**config.mk**
```make
export PLATFORM = sky130hd
export DESIGN_NAME = pipe_ctl
export DESIGN_NICKNAME = d
export VERILOG_FILES = /design/src/rtl/pipe_ctl.sv
export SDC_FILE = /design/constraint.sdc
export NUM_CORES = 1
export LEC_CHECK = 0
export ABC_AREA = 1
export BUFFER_PORTS_ARGS = -buffer_cell sky130_fd_sc_hd__buf_2
export CORE_ASPECT_RATIO = 0.9
export CORE_MARGIN = 5
export CORE_UTILIZATION = 45
export DETAILED_ROUTE_END_ITERATION = 6
export PLACE_DENSITY = 0.73
export SYNTH_ARGS = -nofsm -noshare
export SYNTH_HDL_FRONTEND = slang
export SYNTH_SLANG_ARGS = --single-unit
export TNS_END_PERCENT = 30
```
**constraint.sdc**
```tcl
create_clock -name clk -period 1.5 [get_ports clk]
set_input_delay 0.075 -clock clk [delete_from_list [all_inputs] [get_ports clk]]
set_output_delay 0.075 -clock clk [all_outputs]
set_load 0.05 [all_outputs]
```
**src/rtl/pipe_ctl.sv**
```systemverilog
// Execute-stage sequencing controller: resolves memory, multi-cycle and
// redirect hazards into one stall/clear set for IF, ID, EX and EX/MA.
module pipe_ctl #(
  parameter int REDIRECT_BUBBLES = 1,
  parameter int MEM_TIMEOUT      = 255,
  parameter int CNT_W            = 32
) (
  input  logic             clk,
  input  logic             rst_n,
  input  logic             id_valid,
  input  logic [4:0]       id_rs1,
  input  logic [4:0]       id_rs2,
  input  logic             id_use_rs1,
  input  logic             id_use_rs2,
  input  logic             ex_valid,
  input  logic [4:0]       ex_rd,
  input  logic             ex_load,
  input  logic             bj_en,
  input  logic             trap_en,
  input  logic             md_start,
  input  logic             md_done,
  input  logic             ma_req,
  input  logic             ma_ack,
  output logic             stall_if,
  output logic             stall_id,
  output logic             stall_ex,
  output logic             clear_id,
  output logic             clear_ex,
  output logic             mem_err,
  output logic [1:0]       state,
  output logic [CNT_W-1:0] stall_cycles
);

  typedef enum logic [1:0] {
    RUN     = 2'd0,
    MD_BUSY = 2'd1,
    FLUSH   = 2'd2
  } state_t;

  localparam logic [1:0]  BUBBLES = 2'(REDIRECT_BUBBLES);
  localparam logic [15:0] TO_LAST = 16'(MEM_TIMEOUT - 1);
  localparam logic [CNT_W-1:0] CNT_ONE = CNT_W'(1);

  state_t            st;
  logic [1:0]        fl_cnt;
  logic [15:0]       to_cnt;
  logic              err_q;
  logic [CNT_W-1:0]  st_cnt;

  logic memstall;
  logic mdstall;
  logic redir_req;
  logic redir_ok;
  logic rs1_hit;
  logic rs2_hit;
  logic loaduse;

  assign memstall  = ma_req & ~ma_ack;
  assign mdstall   = ((st == RUN) & md_start & ~md_done)
                   | ((st == MD_BUSY) & ~md_done);
  assign redir_req = bj_en | trap_en;
  assign redir_ok  = redir_req & ~memstall & ~mdstall;

  assign rs1_hit = id_use_rs1 & (id_rs1 == ex_rd);
  assign rs2_hit = id_use_rs2 & (id_rs2 == ex_rd);
  assign loaduse = id_valid & ex_valid & ex_load
                 & (ex_rd != 5'd0) & (rs1_hit | rs2_hit);

  // Strobes are forced low while reset is held, even mid-stall.
  always_comb begin
    stall_if = 1'b0;
    stall_id = 1'b0;
    stall_ex = 1'b0;
    clear_id = 1'b0;
    clear_ex = 1'b0;
    if (!rst_n) begin
      stall_if = 1'b0;
    end else if (memstall | mdstall) begin
      stall_if = 1'b1;
      stall_id = 1'b1;
      stall_ex = 1'b1;
    end else if (redir_req) begin
      clear_id = 1'b1;
      clear_ex = 1'b1;
    end else if (st == FLUSH) begin
      clear_id = 1'b1;
    end else if (loaduse) begin
      stall_if = 1'b1;
      stall_id = 1'b1;
      clear_ex = 1'b1;
    end
  end

  // FSM and flush counter hold still during a memory stall.
  always_ff @(posedge clk or negedge rst_n) begin
    if (!rst_n) begin
      st     <= RUN;
      fl_cnt <= 2'd0;
    end else if (!memstall) begin
      if (redir_ok) begin
        if (REDIRECT_BUBBLES > 0) begin
          st     <= FLUSH;
          fl_cnt <= BUBBLES;
        end else begin
          st <= RUN;
        end
      end else begin
        unique case (st)
          RUN:     if (md_start & ~md_done) st <= MD_BUSY;
          MD_BUSY: if (md_done) st <= RUN;
          FLUSH: begin
            if (fl_cnt <= 2'd1) st <= RUN;
            else fl_cnt <= fl_cnt - 2'd1;
          end
          default: st <= RUN;
        endcase
      end
    end
  end

  always_ff @(posedge clk or negedge rst_n) begin
    if (!rst_n) begin
      to_cnt <= 16'd0;
      err_q  <= 1'b0;
    end else if (memstall) begin
      if (to_cnt == TO_LAST) begin
        to_cnt <= 16'd0;
        err_q  <= 1'b1;
      end else begin
        to_cnt <= to_cnt + 16'd1;
        err_q  <= 1'b0;
      end
    end else begin
      to_cnt <= 16'd0;
      err_q  <= 1'b0;
    end
  end

  always_ff @(posedge clk or negedge rst_n) begin
    if (!rst_n) begin
      st_cnt <= '0;
    end else if (stall_if && (st_cnt != '1)) begin
      st_cnt <= st_cnt + CNT_ONE;
    end
  end

  assign mem_err      = err_q;
  assign state        = st;
  assign stall_cycles = st_cnt;

endmodule

```
==> impl_results.md <==
- Synth unique cells: 30
- Dpl hpwl: 8160 um
- Max Cap Viol: 0
- YS warnings: 0
- Fill count: 704
- CTS tree: built
- Final hold violations: 0
- Crit-path max FO: 4
- Vias per inst: 5.11
- Area of the multi-input gates: 0.00220 mm^2
- Core Area: 0.00799 mm^2
- Initial antenna violation count: 0
- GRT Overall Usage: 21.1%
- Clk_lat worst skew: 0.31 ns
- Final hold slack: 0.212 ns
- Seq/Total Area, Yosys: 36.2%
- Num rows: 31
- PD cells: 761 mW/mm^2
- Min-Delay Path Depth: 4
- Critical path launch point type: flip-flop
- Vias in the first global route: 3748
- Max clock buf depth: 2
- Die width: 105 um
- Syn-to-layout area delta: 37.8%
- Min Tclk post-route: 1.69 ns
- Hold Crit Start: ma_ack
- Worst VDD drop: 0.605 mV
- Port-buffer cells: 67
- Relative slew slack: 60.9%
- Metal-1 WL: 5030 um
- Remaining Overflow, GRT: 0
- Failing checks: setup timing
- DRC viols: 0
- Worst Reg-to-Reg Cells: 10
- Critical Path Max Stage Delay: 0.45 ns
- Final #Nets: 725
- Initial Util: 45.9%
- Layout cells sized above 1: 32.3%
- Critical-path cell list: nand2_1 > nand4_1 > a21oi_2 > nand3_2 > nand2_4 > buf_4 > buf_8
- Area leader, netlist: dfrtp_1
- Setup violations, final: 37
- Root Buffer: clkbuf_8
- Setup Skew: 0.00899 ns
- Reg clk slew, reported paths: 0.10 ns
- Starting DRT DRC Count: 309
- Routed wire length: 10900 um
- Via count: 4053
- First-pass GRT wire length: 17400 um
- Routed met2 length: 4890 um
- Setup TNS: -5.54 ns
- Clock buffer count from CTS: 5
- R2r endpoint: stall_cycles[0]$_DFFE_PN0P_
- Post-Layout Cell Count: 793
- Final worst path period share: 113%
- Largest net degree at the start of global routing: 46
- Critical path arrival: 1.62 ns
- #FFs+latches synth: 53
- Most common cell after layout, fill and taps aside: nand2_1
- Fin worst setup slack: -0.191 ns
- Leakage power: 2.64 nW
- ANT cells: 0
- ANT nets after route: 0
- Post-synthesis cell count: 554
- Reg2reg setup slack: -0.19 ns
- Pint: 2.40 mW
- Yosys top cell area share: 36.2%
- H-tree levels: 2
- Post-Place Cells: 777
- Io pins: 68
- Slowest cell on crit path: dfrtp_2
- Syn_nets: 586
- Die height: 95.6 um
- Routed WL per cell: 13.7 um
- RSZ-0062 raised after global routing: yes
- Synth top area cells: dfrtp_1 (36%), nand2_1 (21%), nor2_1 (7.8%), nand3_1 (7.1%), inv_1 (6.8%)
- Async SR Flop Fraction: 100%
- CP required: 1.42 ns
- Max Freq: 591 MHz
- First-pass iteration count of the detailed router: 5
- Max layer used: met4
- Syn Std Cell Area: 0.00366 mm^2
- Seq. cell area: 0.00135 mm^2
- Logic pwr share: 35.5%
- CTS Sinks: 53
- Pwr Total: 3.84 mW
- Classification of the worst setup path: flip-flop to output port
- Switching power: 1.44 mW
- Slew @ Worst Pin: 0.587 ns
- Setup crit end kind: output port
- Syn_area_per_cell: 6.62 um^2
- Post-synth EDFFs: 0
- Switch share: 37.4%
- Final GP Congestion: 0.925
- Status: complete, but fails checks
- Hold Crit Class: primary input to flip-flop
- Clock power frac: 21.8%
- WL met3: 769 um
- Seq pwr share: 42.8%
- Top FF cell, synth: dfrtp_1
- CP Launch Point: state[1]$_DFFE_PN0P_
- Die area: 0.0101 mm^2
- DP Worst Slack: -0.159 ns
- Commonest cells after routing, fill and taps aside: nand2_1 (188), buf_4 (66), inv_1 (63), nor2_1 (63), buf_2 (62)
- FF-to-FF Start: stall_cycles[1]$_DFFE_PN0P_
- Worst Hold End: to_cnt[13]$_DFF_PN0_
- Max Slew Vio Count: 0
==> cell families after synthesis <==
logic type | count (synthesis) | share of synthesized area [%]
compound gates | 16 | 2.39
buf+inv | 78 | 9.32
simple gates | 379 | 45.0
flops | 53 | 36.2
fa+ha+maj | 4 | 1.37
xor+xnor | 24 | 5.74
==> power groups by stage <==
stage / Clock (mW) / Sequential (mW) / Combinational [mW]
final: 0.836 / 1.64 / 1.36
after global placement: 0 / 1.65 / 1.14
after CTS: 0.856 / 1.63 / 1.29
after global routing: 0.920 / 1.65 / 1.48
after floorplan: 0 / 1.89 / 0.499
after detailed placement: 0 / 1.66 / 1.16
==> worst max path at each step <==
stage / endpoint / slack, ns / cells past startpoint
floorplan: stall_cycles[17]$_DFFE_PN0P_ / -0.25 / 10
global placement: stall_cycles[21]$_DFFE_PN0P_ / -0.14 / 10
detailed placement: stall_cycles[21]$_DFFE_PN0P_ / -0.16 / 10
CTS: stall_id / -0.19 / 7
global route: clear_id / -0.29 / 8
finish: stall_id / -0.19 / 7
==> worst max-delay path: cells and delay by family, from the launching register on <==
kind,cells,cell delay (ns)
DFF,1,0.45
and+or+nand+nor,4,0.42
buffers and inverters,2,0.27
AOI/OAI and AO/OA,1,0.16
==> sequential cells by signal, indices dropped and copies added, names as in the netlist <==
name          count
mem_err           1
fl_cnt            2
state             2
to_cnt           16
stall_cycles     32
==> cells in the mapped netlist (2+ instances only) <==
cell        n
nand2_2     4
nand3b_1    7
ha_1        4
nand4_1    13
dfrtp_1    53
a21oi_1     8
nor2_4      2
xor2_1     17
nor3_1     13
o21ai_0     4
nand3_1    52
xnor2_1     7
buf_4       2
a31oi_1     2
buf_2       3
buf_6       5
nor2_1     76
nand2_4     2
nand2_1   204
inv_1      66
==> layout make-up <==
class	count	share of cell area [%]
Clock buffer	6	1.44
Multi-Input combinational cell	423	43.5
Sequential cell	53	26.7
Clock inverter	2	0.297
Tap cell	99	2.45
Inverter	67	4.98
Timing Repair Buffer	143	20.6
==> per-stage QoR <==
stage | utilization [%] | cell area [um^2]
after floorplan | - | 3730
after global routing | 63.2 | 5050
after detailed placement | 57.9 | 4630
after CTS | 60.8 | 4860
after global placement | 57.9 | 4630
final | 63.2 | 5050
==> repair_timing <==
| item | in CTS | in global routing |
|---|---|---|
| pin swaps | 9 | 9 |
| gates cloned | 0 | 2 |
| resized for setup | 26 | 46 |
| hold buffers | 1 | 0 |
| endpoints found under the hold margin | 53 | 0 |
| buffers inserted | 6 | 0 |
| endpoints found under the setup margin | 37 | 51 |
==> metal layers <==
layer	global-route usage [%]	vias up
li1	-	2013
met1	29.2	1862
met2	34.1	166
met3	4.27	12
met4	5.11	0
met5	0	-
No activity file was read; power rests on OpenSTA's default activity.
